$ cat config.mk
export PLATFORM = sky130hd
export DESIGN_NAME = contention_controller_flat
export DESIGN_NICKNAME = d
export VERILOG_FILES = /design/src/rtl/contention_controller_if.sv /design/src/rtl/contention_controller.sv /design/src/flat_wrapper.sv
export SDC_FILE = /design/constraint.sdc
export NUM_CORES = 1
export LEC_CHECK = 0
export BUFFER_PORTS_ARGS = -buffer_cell sky130_fd_sc_hd__buf_2
export CORE_MARGIN = 5
export CORE_UTILIZATION = 40
export DETAILED_ROUTE_END_ITERATION = 16
export HOLD_SLACK_MARGIN = 0.02
export SLEW_MARGIN = 20
export SYNTH_ARGS = -nofsm -noshare
export SYNTH_HDL_FRONTEND = slang
export SYNTH_SLANG_ARGS = --single-unit
$ cat constraint.sdc
create_clock -name Clk -period 3.05 [get_ports Clk]
set_clock_uncertainty 0.1 [all_clocks]
set_input_delay 0.305 -clock Clk [delete_from_list [all_inputs] [get_ports Clk]]
set_output_delay 0.305 -clock Clk [all_outputs]
set_load 0.05 [all_outputs]
$ cat src/rtl/contention_controller_if.sv
// LP contention controller bus: detector inputs, configuration and status.
interface contention_controller_if;
   logic       LpTxEn;
   logic       ErrContentionP0;
   logic       ErrContentionP1;
   logic [3:0] CfgBlankCycles;
   logic [3:0] CfgFilterCycles;
   logic [7:0] CfgHoldCycles;
   logic       ErrClear;
   logic       LpDrvDisable;
   logic       ContentionIrq;
   logic       ErrContentionP0Sticky;
   logic       ErrContentionP1Sticky;
   logic [7:0] ContentionCount;
   logic [2:0] State;

   modport master (
      output LpTxEn, ErrContentionP0, ErrContentionP1,
      output CfgBlankCycles, CfgFilterCycles, CfgHoldCycles, ErrClear,
      input  LpDrvDisable, ContentionIrq,
      input  ErrContentionP0Sticky, ErrContentionP1Sticky,
      input  ContentionCount, State
   );

   modport slave (
      input  LpTxEn, ErrContentionP0, ErrContentionP1,
      input  CfgBlankCycles, CfgFilterCycles, CfgHoldCycles, ErrClear,
      output LpDrvDisable, ContentionIrq,
      output ErrContentionP0Sticky, ErrContentionP1Sticky,
      output ContentionCount, State
   );
endinterface

$ cat src/rtl/contention_controller.sv
// LP contention controller: blanking, persistence filter, driver release
// with minimum hold, sticky error flags and saturating event counter.
module contention_controller (
   input logic Clk,
   input logic Rst,
   contention_controller_if.slave bus
);

   typedef enum logic [2:0] {
      IDLE    = 3'd0,
      BLANK   = 3'd1,
      MONITOR = 3'd2,
      FILTER  = 3'd3,
      RELEASE = 3'd4
   } state_t;

   state_t     state;
   logic [3:0] blank_cnt;
   logic [3:0] filt_cnt;
   logic [7:0] hold_cnt;
   logic [1:0] pending;
   logic       drv_dis;
   logic       irq;
   logic [1:0] sticky;
   logic [7:0] count;

   logic       trig;
   logic [3:0] eff;
   logic [4:0] filt_nxt;
   logic [4:0] blank_nxt;
   logic [1:0] pend_nxt;
   logic       confirm;
   logic       exit_rel;

   assign trig      = bus.ErrContentionP0 | bus.ErrContentionP1;
   assign eff       = (bus.CfgFilterCycles == 4'd0) ? 4'd1
                                                    : bus.CfgFilterCycles;
   assign filt_nxt  = {1'b0, filt_cnt} + 5'd1;
   assign blank_nxt = {1'b0, blank_cnt} + 5'd1;
   assign pend_nxt  = ((state == FILTER) ? pending : 2'b00)
                    | {bus.ErrContentionP1, bus.ErrContentionP0};

   assign confirm = bus.LpTxEn && trig &&
                    ((state == MONITOR && eff == 4'd1) ||
                     (state == FILTER && filt_nxt >= {1'b0, eff}));

   // Decision uses the post-decrement count so Hold=N gives N release cycles
   assign exit_rel = (state == RELEASE) && (hold_cnt <= 8'd1) && !bus.LpTxEn;

   always_ff @(posedge Clk) begin
      if (Rst) begin
         state     <= IDLE;
         blank_cnt <= 4'd0;
         filt_cnt  <= 4'd0;
         hold_cnt  <= 8'd0;
         pending   <= 2'b00;
         drv_dis   <= 1'b0;
         irq       <= 1'b0;
         sticky    <= 2'b00;
         count     <= 8'd0;
      end else begin
         irq <= confirm;

         if (confirm) begin
            if (bus.ErrClear) begin
               sticky <= pend_nxt;
               count  <= 8'd1;
            end else begin
               sticky <= sticky | pend_nxt;
               count  <= (count == 8'hff) ? 8'hff : count + 8'd1;
            end
         end else if (bus.ErrClear) begin
            sticky <= 2'b00;
            count  <= 8'd0;
         end

         unique case (state)
            IDLE: begin
               if (bus.LpTxEn) begin
                  blank_cnt <= 4'd0;
                  state     <= (bus.CfgBlankCycles != 4'd0) ? BLANK : MONITOR;
               end
            end
            BLANK: begin
               if (!bus.LpTxEn) begin
                  state     <= IDLE;
                  blank_cnt <= 4'd0;
               end else if (blank_nxt >= {1'b0, bus.CfgBlankCycles}) begin
                  state     <= MONITOR;
                  blank_cnt <= 4'd0;
               end else begin
                  blank_cnt <= blank_nxt[3:0];
               end
            end
            MONITOR: begin
               if (!bus.LpTxEn) begin
                  state <= IDLE;
               end else if (confirm) begin
                  state    <= RELEASE;
                  drv_dis  <= 1'b1;
                  hold_cnt <= bus.CfgHoldCycles;
                  pending  <= 2'b00;
               end else if (trig) begin
                  state    <= FILTER;
                  filt_cnt <= 4'd1;
                  pending  <= pend_nxt;
               end
            end
            FILTER: begin
               if (!bus.LpTxEn || !trig) begin
                  state    <= bus.LpTxEn ? MONITOR : IDLE;
                  filt_cnt <= 4'd0;
                  pending  <= 2'b00;
               end else if (confirm) begin
                  state    <= RELEASE;
                  drv_dis  <= 1'b1;
                  hold_cnt <= bus.CfgHoldCycles;
                  filt_cnt <= 4'd0;
                  pending  <= 2'b00;
               end else begin
                  filt_cnt <= filt_nxt[3:0];
                  pending  <= pend_nxt;
               end
            end
            RELEASE: begin
               if (hold_cnt != 8'd0)
                  hold_cnt <= hold_cnt - 8'd1;
               if (exit_rel) begin
                  state    <= IDLE;
                  drv_dis  <= 1'b0;
                  hold_cnt <= 8'd0;
               end
            end
            default: begin
               state     <= IDLE;
               drv_dis   <= 1'b0;
               blank_cnt <= 4'd0;
               filt_cnt  <= 4'd0;
               hold_cnt  <= 8'd0;
               pending   <= 2'b00;
            end
         endcase
      end
   end

   assign bus.LpDrvDisable          = drv_dis;
   assign bus.ContentionIrq         = irq;
   assign bus.ErrContentionP0Sticky = sticky[0];
   assign bus.ErrContentionP1Sticky = sticky[1];
   assign bus.ContentionCount       = count;
   assign bus.State                 = state;

endmodule
$ cat src/flat_wrapper.sv
// flat-port wrapper written by rule: the top's interface ports become plain ports
module contention_controller_flat 
  (Clk, Rst, bus_LpTxEn, bus_ErrContentionP0, bus_ErrContentionP1, bus_CfgBlankCycles, bus_CfgFilterCycles, bus_CfgHoldCycles, bus_ErrClear, bus_LpDrvDisable, bus_ContentionIrq, bus_ErrContentionP0Sticky, bus_ErrContentionP1Sticky, bus_ContentionCount, bus_State);
  contention_controller_if bus_i ();
  input logic Clk;
  input logic Rst;
  input wire logic [$bits(bus_i.LpTxEn)-1:0] bus_LpTxEn;
  input wire logic [$bits(bus_i.ErrContentionP0)-1:0] bus_ErrContentionP0;
  input wire logic [$bits(bus_i.ErrContentionP1)-1:0] bus_ErrContentionP1;
  input wire logic [$bits(bus_i.CfgBlankCycles)-1:0] bus_CfgBlankCycles;
  input wire logic [$bits(bus_i.CfgFilterCycles)-1:0] bus_CfgFilterCycles;
  input wire logic [$bits(bus_i.CfgHoldCycles)-1:0] bus_CfgHoldCycles;
  input wire logic [$bits(bus_i.ErrClear)-1:0] bus_ErrClear;
  output wire logic [$bits(bus_i.LpDrvDisable)-1:0] bus_LpDrvDisable;
  output wire logic [$bits(bus_i.ContentionIrq)-1:0] bus_ContentionIrq;
  output wire logic [$bits(bus_i.ErrContentionP0Sticky)-1:0] bus_ErrContentionP0Sticky;
  output wire logic [$bits(bus_i.ErrContentionP1Sticky)-1:0] bus_ErrContentionP1Sticky;
  output wire logic [$bits(bus_i.ContentionCount)-1:0] bus_ContentionCount;
  output wire logic [$bits(bus_i.State)-1:0] bus_State;
  assign bus_i.LpTxEn = bus_LpTxEn;
  assign bus_i.ErrContentionP0 = bus_ErrContentionP0;
  assign bus_i.ErrContentionP1 = bus_ErrContentionP1;
  assign bus_i.CfgBlankCycles = bus_CfgBlankCycles;
  assign bus_i.CfgFilterCycles = bus_CfgFilterCycles;
  assign bus_i.CfgHoldCycles = bus_CfgHoldCycles;
  assign bus_i.ErrClear = bus_ErrClear;
  assign bus_LpDrvDisable = bus_i.LpDrvDisable;
  assign bus_ContentionIrq = bus_i.ContentionIrq;
  assign bus_ErrContentionP0Sticky = bus_i.ErrContentionP0Sticky;
  assign bus_ErrContentionP1Sticky = bus_i.ErrContentionP1Sticky;
  assign bus_ContentionCount = bus_i.ContentionCount;
  assign bus_State = bus_i.State;
  contention_controller u_core (.Clk(Clk), .Rst(Rst), .bus(bus_i));
endmodule
==> key figures, run 1 <==
Placed design
  • RD Place Congestion: 0.805
  • Final HPWL DP: 3.81 mm
  • Port buffer count: 36

Setup path
  • CP Cell Sequence: ha_1 -> nor2b_1 -> or2_2 -> ha_1 -> o21ai_0 -> o2111a_2 -> nor2_1 -> nor2_1 -> o32ai_1
  • Crit-path slowest cell: nor2_1
  • CP Max Fanout: 11
  • CP arrival: 2.84 ns
  • Setup CP Type: register to register
  • CP endpoint kind: register
  • Max stage delay on crit path: 0.46 ns
  • Critical Path RT: 3.15 ns
  • Crit start category: register

Logic synthesis
  • Mux cell area share after synthesis: 0.0146
  • Synthesized area: 2050 µm²
  • Yosys top cell area share: 0.322
  • Post-synthesis compound-gate area fraction: 0.245
  • Synth Area in XOR/XNOR: 0.0256
  • Synth warn: 0
  • Post-Synth Adder-Cell Area: 0.0792
  • Post-synth EDFFs: 0
  • Syn nets: 292
  • Register area share after synthesis: 0.322
  • Post-Synth Simple-Gate Area: 0.275
  • Post-synth top area cell: dfxtp_1
  • Largest family of logic cells by synthesized area: simple AND/OR/NAND/NOR gates
  • Mean Syn Cell Area: 7.99 µm²
  • Post-synth ARST share: 0
  • Distinct cell type count after synthesis: 43
  • Area contributors post-synth: dfxtp_1 32%, ha_1 7.9%, nor2_1 6.0%
  • Most used DFF post-synth: dfxtp_1
  • Seq cells post-synth: 33
  • Post-Syn Instances: 257

Floorplan
  • Full die area: 6670 µm²
  • Die span in x: 81.7 µm
  • Die Ht: 81.7 µm
  • Core footprint: 5040 µm²
  • Initial core utilization: 0.407
  • I/O pins: 37
  • Std-Cell Rows: 26

Timing
  • Max-slew headroom: 0.611
  • Fmax: 365 MHz
  • Final period util: 0.898
  • Least-Margin Pin Slew: 0.583 ns
  • Setup_tns: 0 ns
  • Number of pins with negative max-slew slack in the final report: 0
  • RSZ-0062 raised after global routing: false
  • Setup-failing EPs final: 0
  • Minimum clock period: 2.74 ns
  • Hold Violations, Final: 0

Global routing
  • Initial antenna violation count: 0
  • GRT overflow: 0
  • Total GRT Usage: 0.166
  • First-pass GRT wire length: 8.62 mm
  • Vias in the first global route: 1879
  • Largest net degree at the start of global routing: 34

Status
  • Status: completed

Cells and area
  • Commonest non-fill, non-tap cell in the layout: buf_2
  • Layout cells sized above 1: 0.200
  • Commonest cells after routing, fill and taps aside: 36 x buf_2, 33 x nor2_1, 33 x dfxtp_1
  • Fill count: 525
  • Nets@finish: 329
  • Finished Core Util: 0.477
  • N_diodes: 0
  • Layout area overhead: 17.1%

Route
  • Antenna Nets Post-Route: 0
  • First-pass iteration count of the detailed router: 4
  • Routed WL: 5.13 mm
  • Vias: 1990
  • Initial drt markers: 89
  • Routed WL per cell: 14.1 µm
  • Via/cell ratio: 5.45
  • Post-route DRC: 0

Clock network
  • Postcts setup bufs: 0
  • CTS tree: done
  • Clk_lat worst skew: 0.29 ns
  • CTS max path bufs: 2
  • Sink Count: 33
  • Cts-stage hold buffer count: 0
  • Root Buffer: clkbuf_8
  • Worst-path clk slew: 0.07 ns
  • H-tree depth: 2
  • Cts bufs inserted: 5

Run
  • Max_cap viols: 0

Power and ir drop
  • Maximum resistive drop on vdd: 259 µV
  • Leak: 0.968 nW
  • Power Density: 393 nW/µm²

Min path
  • Hold Crit Class: input port to register
==> cell usage after synthesis (all sizes together), types with 2 or more instances <==
| library cell | count |
|---|---|
| nor4 | 2 |
| clkbuf | 9 |
| o31ai | 5 |
| a211oi | 9 |
| a311oi | 2 |
| nor4b | 2 |
| ha | 13 |
| and3 | 2 |
| mux2i | 3 |
| o311ai | 2 |
| a22oi | 8 |
| o31a | 2 |
| o21ai | 6 |
| inv | 11 |
| nand2 | 21 |
| o32ai | 4 |
| or2 | 5 |
| dfxtp | 33 |
| a31oi | 7 |
| o21a | 2 |
| a21oi | 9 |
| nor3 | 10 |
| xnor2 | 4 |
| and2 | 2 |
| nand3 | 9 |
| nor2 | 33 |
| nand2b | 10 |
| or4 | 4 |
| or3 | 5 |
| o211ai | 5 |
| a21boi | 3 |
| nor2b | 6 |
| a211o | 2 |
| xor2 | 2 |
==> flip-flops by register name, indices dropped and copies added, names as in the netlist <==
register and count:
u_core.bus.ContentionCount 8, u_core.hold_cnt 8, u_core.blank_cnt 4, u_core.filt_cnt 4
u_core.bus.State 3, u_core.pending 2, u_core.sticky 2, u_core.bus.ContentionIrq 1
u_core.bus.LpDrvDisable 1
==> power breakdown <==
part	switching, mW	internal, mW
registers	0.0194	0.438
logic	0.0996	0.0599
clock network	0.171	0.157
total	0.290	0.655
==> cell families (layout without fill, tap and decap cells) <==
kind of cell               after synthesis  count (layout)
and+or+nand+nor                        112             112
AOI/OAI and AO/OA                       69              69
DFF                                     33              33
buffers and inverters                   21              59
adders and majority gates               13              13
xor gates and xnor gates                 6               6
muxes                                    3               3
==> repair_timing <==
item                       CTS  global route
hold endpoints to repair     0             0
gates resized for setup      0             2
setup endpoints to repair    0             5
==> per-layer routing <==
layer | global-route usage | vias to the layer above | wire length [µm]
li1 | - | 1023 | -
met1 | 0.224 | 916 | 2510
met2 | 0.255 | 40 | 2310
met3 | 0.0406 | 11 | 225
met4 | 0.0631 | 0 | 82
met5 | 0 | - | 0
==> through the flow <==
stage	cell area [µm²]	total power, mW	worst slack (ns)	std cells	hold WS, ns
after detailed placement	2310	0.626	0.216	357	0.339
final	2400	0.945	0.310	365	0.178
after global placement	2310	0.624	0.294	357	0.340
after CTS	2400	0.956	0.204	365	0.176
after global routing	2400	0.997	0.0531	365	0.177
after floorplan	2050	0.576	0.415	257	0.332
==> path summary, 6_finish.rpt <==
check / start / to / slack [ns] / depth (start not counted)
setup reg to reg: u_core.filt_cnt[0] / u_core.hold_cnt[3] / 0.31 / 9
setup / recovery: u_core.filt_cnt[0] / u_core.hold_cnt[3] / 0.31 / 9
hold / removal: bus_CfgHoldCycles[1] / u_core.hold_cnt[1] / 0.18 / 3
hold reg to reg: u_core.sticky[1] / u_core.sticky[1] / 0.35 / 2
==> worst max-delay path, delay by kind of cell (launching register included) <==
kind	cells	cell delay [ns]
adder cells (fa/ha/maj)	2	0.51
AO/OA/AOI/OAI	3	0.69
flip-flops	1	0.36
AND/OR/NAND/NOR	4	1.00
==> cell type report <==
class	count	area [µm²]	area share
inverters	11	41.3	0.0172
repair buffers	40	210	0.0874
clock buffers	5	68.8	0.0286
multi-input cells	203	1320	0.548
clock inverters	3	17.5	0.00728
well taps	70	87.6	0.0364
flip-flops and latches	33	661	0.275
No activity file was read; power rests on OpenSTA's default activity.
==> run 2, diff against run 1 <==
- ABC_AREA: default -> 1
- clock period: 3.05 -> 2.5 ns (I/O delays scaled with it)
==> run 2 against run 1 <==
Against the previous run:
- final area up 3.5%
- first-iteration DRC count up 21%
- critical path depth up 3
- routed wire length down 1.8%
- combinational power rose to 3.4 times the previous value
- highest routed layer unchanged
- utilization up 0.45 points
- global-route usage down 1.4 points
- setup slack worse by 0.030 ns
==> key figures, run 2 <==
Status
  • Status: completed

Run
  • Max_cap viols: 0 (unchanged)

Clock network
  • CTS max path bufs: 2 (unchanged)
  • H-tree depth: 2 (unchanged)
  • Postcts setup bufs: 0 (unchanged)
  • Root Buffer: clkbuf_8
  • Cts bufs inserted: 5 (unchanged)
  • CTS tree: done
  • Worst-path clk slew: 0.07 ns (about the same)
  • Clk_lat worst skew: 0.29 ns (about the same)
  • Sink Count: 33 (unchanged)

Power and ir drop
  • Maximum resistive drop on vdd: 261 µV (+0.77%)
  • Power Density: 617 nW/µm² (+57%)
  • Leak: 1.24 nW (+28%)
  • Pwr Total: 1.54 mW (+63%)

Logic synthesis
  • Seq cells post-synth: 33 (unchanged)
  • Largest family of logic cells by synthesized area: simple AND/OR/NAND/NOR gates
  • Post-Synth Adder-Cell Area: 0.0755 (-0.00363)
  • Post-synth ARST share: 0 (unchanged)
  • Synth warn: 0 (unchanged)
  • Post-synthesis compound-gate area fraction: 0.132 (-0.113)
  • Register area share after synthesis: 0.307 (-0.0148)
  • Top cells by count, synth: 76 x nand2_1, 45 x nor2_1, 41 x inv_1
  • Most used DFF post-synth: dfxtp_1
  • Post-synth EDFFs: 0 (unchanged)
  • Yosys top cell area share: 0.307 (-0.0148)
  • Syn nets: 367 (+26%)
  • Synth Area in XOR/XNOR: 0.0366 (+0.0110)
  • Count leader, synth: nand2_1
  • Distinct cell type count after synthesis: 25 (-42%)
  • Post-synth top area cell: dfxtp_1
  • Synthesized area: 2150 µm² (+4.8%)
  • Area contributors post-synth: dfxtp_1 31%, nand2_1 13%, nor2_1 7.8%
  • Mux cell area share after synthesis: 0 (-0.0146)
  • Mean Syn Cell Area: 6.49 µm² (-19%)
  • Post-Syn Instances: 332 (+29%)
  • Post-Synth Simple-Gate Area: 0.357 (+0.0821)

Cells and area
  • Layout area overhead: 15.6%
  • Fill count: 516 (-1.7%)
  • N_diodes: 0 (unchanged)
  • Commonest cells after routing, fill and taps aside: 76 x nand2_1, 45 x nor2_1, 41 x inv_1
  • Finished Core Util: 0.481 (+0.00445)
  • Design area: 2490 µm² (+3.5%)
  • Nets@finish: 406 (+23%)
  • Commonest non-fill, non-tap cell in the layout: nand2_1
  • Layout cells sized above 1: 0.181 (-0.0189)

Placed design
  • Port buffer count: 36 (unchanged)
  • Cell Area, Placed: 2400 µm² (+3.7%)
  • RD Place Congestion: 0.811 (+0.81%)
  • Final HPWL DP: 3.82 mm (+0.25%)

Route
  • Routed WL per cell: 11.5 µm (-19%)
  • Via/cell ratio: 4.73 (-13%)
  • Post-route DRC: 0 (unchanged)
  • Routed WL: 5.04 mm (-1.8%)
  • First-pass iteration count of the detailed router: 4 (unchanged)
  • Antenna Nets Post-Route: 0 (unchanged)
  • Initial drt markers: 108 (+21%)
  • Vias: 2083 (+4.7%)

Timing
  • Minimum clock period: 2.22 ns (-0.520 ns)
  • Least-Margin Pin Slew: 0.536 ns (-0.0477 ns)
  • RSZ-0062 raised after global routing: false
  • Setup-failing EPs final: 0 (unchanged)
  • Setup_tns: 0 ns (unchanged)
  • Number of pins with negative max-slew slack in the final report: 0 (unchanged)
  • Hold Violations, Final: 0 (unchanged)
  • Max-slew headroom: 0.643 (+0.0314)
  • Final period util: 0.888 (-0.0103)
  • Fmax: 450 MHz (+23%)

Floorplan
  • Full die area: 6950 µm² (+4.2%)
  • Core footprint: 5170 µm² (+2.6%)
  • Initial core utilization: 0.416 (+0.00886)
  • Die Ht: 83.4 µm (+2.1%)
  • I/O pins: 37 (unchanged)
  • Std-Cell Rows: 26 (unchanged)
  • Die span in x: 83.4 µm (+2.1%)

Global routing
  • GRT met1 Usage: 0.200 (-0.0232)
  • Total GRT Usage: 0.152 (-0.0137)
  • Largest net degree at the start of global routing: 19 (-44%)
  • Vias in the first global route: 1991 (+6.0%)
  • Global route hottest layer: met2
  • Initial antenna violation count: 0 (unchanged)
  • GRT overflow: 0 (unchanged)
  • First-pass GRT wire length: 8.87 mm (+3.0%)
  • GRT met3 Usage: 0.0495 (+0.00893)
  • Met2 Track Usage GR: 0.243 (-0.0122)

Setup path
  • CP Max Fanout: 9 (-2)
  • Worst r2r path cells: 12 (+3)
  • CP arrival: 2.34 ns (-0.50 ns)
  • Setup CP Type: register to register
  • CP endpoint kind: register
  • Reg2reg setup slack: 0.28 ns (-0.03 ns)
  • Critical Path RT: 2.62 ns (-0.53 ns)
  • Worst flop-to-flop path endpoint: u_core.bus.ContentionCount[7]
  • Crit start category: register
  • R2r startpoint: u_core.filt_cnt[0]

Min path
  • Hold depth: 5 (+2)
  • Hold Crit Class: input port to register
  • Sink of the worst hold path: u_core.hold_cnt[6]
  • Min-delay src: bus_CfgHoldCycles[6]
==> run 2: cell type report <==
cell class / count / area [µm²] / area share
Clock buffer: 5 / 68.8 / 0.0276
Timing Repair Buffer: 37 / 188 / 0.0754
Tap cell: 70 / 87.6 / 0.0352
Inverter: 45 / 169 / 0.0678
Clock inverter: 1 / 5.00 / 0.00201
Multi-Input combinational cell: 249 / 1310 / 0.526
Sequential cell: 33 / 662 / 0.266
==> run 2: worst max-delay path by stage <==
stage	start	to	slack, ns
floorplan	u_core.filt_cnt[0]	u_core.hold_cnt[0]	0.44
global placement	u_core.filt_cnt[0]	u_core.hold_cnt[0]	0.26
detailed placement	u_core.filt_cnt[0]	u_core.hold_cnt[0]	0.18
CTS	u_core.filt_cnt[0]	u_core.hold_cnt[0]	0.16
global route	u_core.filt_cnt[1]	u_core.bus.ContentionCount[7]	0.04
finish	u_core.filt_cnt[0]	u_core.bus.ContentionCount[7]	0.28
==> run 2: cell families after synthesis <==
logic type | Yosys count
compound gates | 55
fa+ha+maj | 13
xor+xnor | 9
flops | 33
buf+inv | 50
simple gates | 172
==> run 2: where the power goes <==
| part | switching [mW] | internal [mW] | leakage (nW) |
|---|---|---|---|
| combinational | 0.368 | 0.178 | 0.933 |
| sequential | 0.0482 | 0.566 | 0.267 |
| clock | 0.194 | 0.183 | 0.0399 |
==> run 2: metal layers <==
metal	up-vias	part of all wire
met5	-	0
met4	0	0.0083
met1	906	0.50
met2	41	0.42
met3	5	0.063
li1	1131	-
==> run 2: repair_timing <==
item                                    in CTS  in global routing
gates resized for setup                      0                  4
hold buffers                                 0                  0
endpoints found under the setup margin       0                 12
hold endpoints to repair                     0                  0
==> run 2: stage by stage <==
step                hold WS [ns]  setup WS [ns]  std cells
floorplan                  0.320          0.445        332
global placement           0.352          0.260        434
detailed placement         0.354          0.177        434
CTS                        0.181          0.163        440
global route               0.222         0.0383        440
finish                     0.189          0.280        440
==> run 2: worst max-delay path, cell delays in order, from the launching register on <==
cell and delay, ns:
dfxtp_2 0.34, ha_2 0.21, xor2_2 0.15, ha_1 0.32
a21oi_1 0.16, nand2_1 0.07, nand2_1 0.07, nand2_1 0.08
nand2_4 0.15, inv_2 0.09, nor2_4 0.20, nand2_1 0.07
a21oi_1 0.13
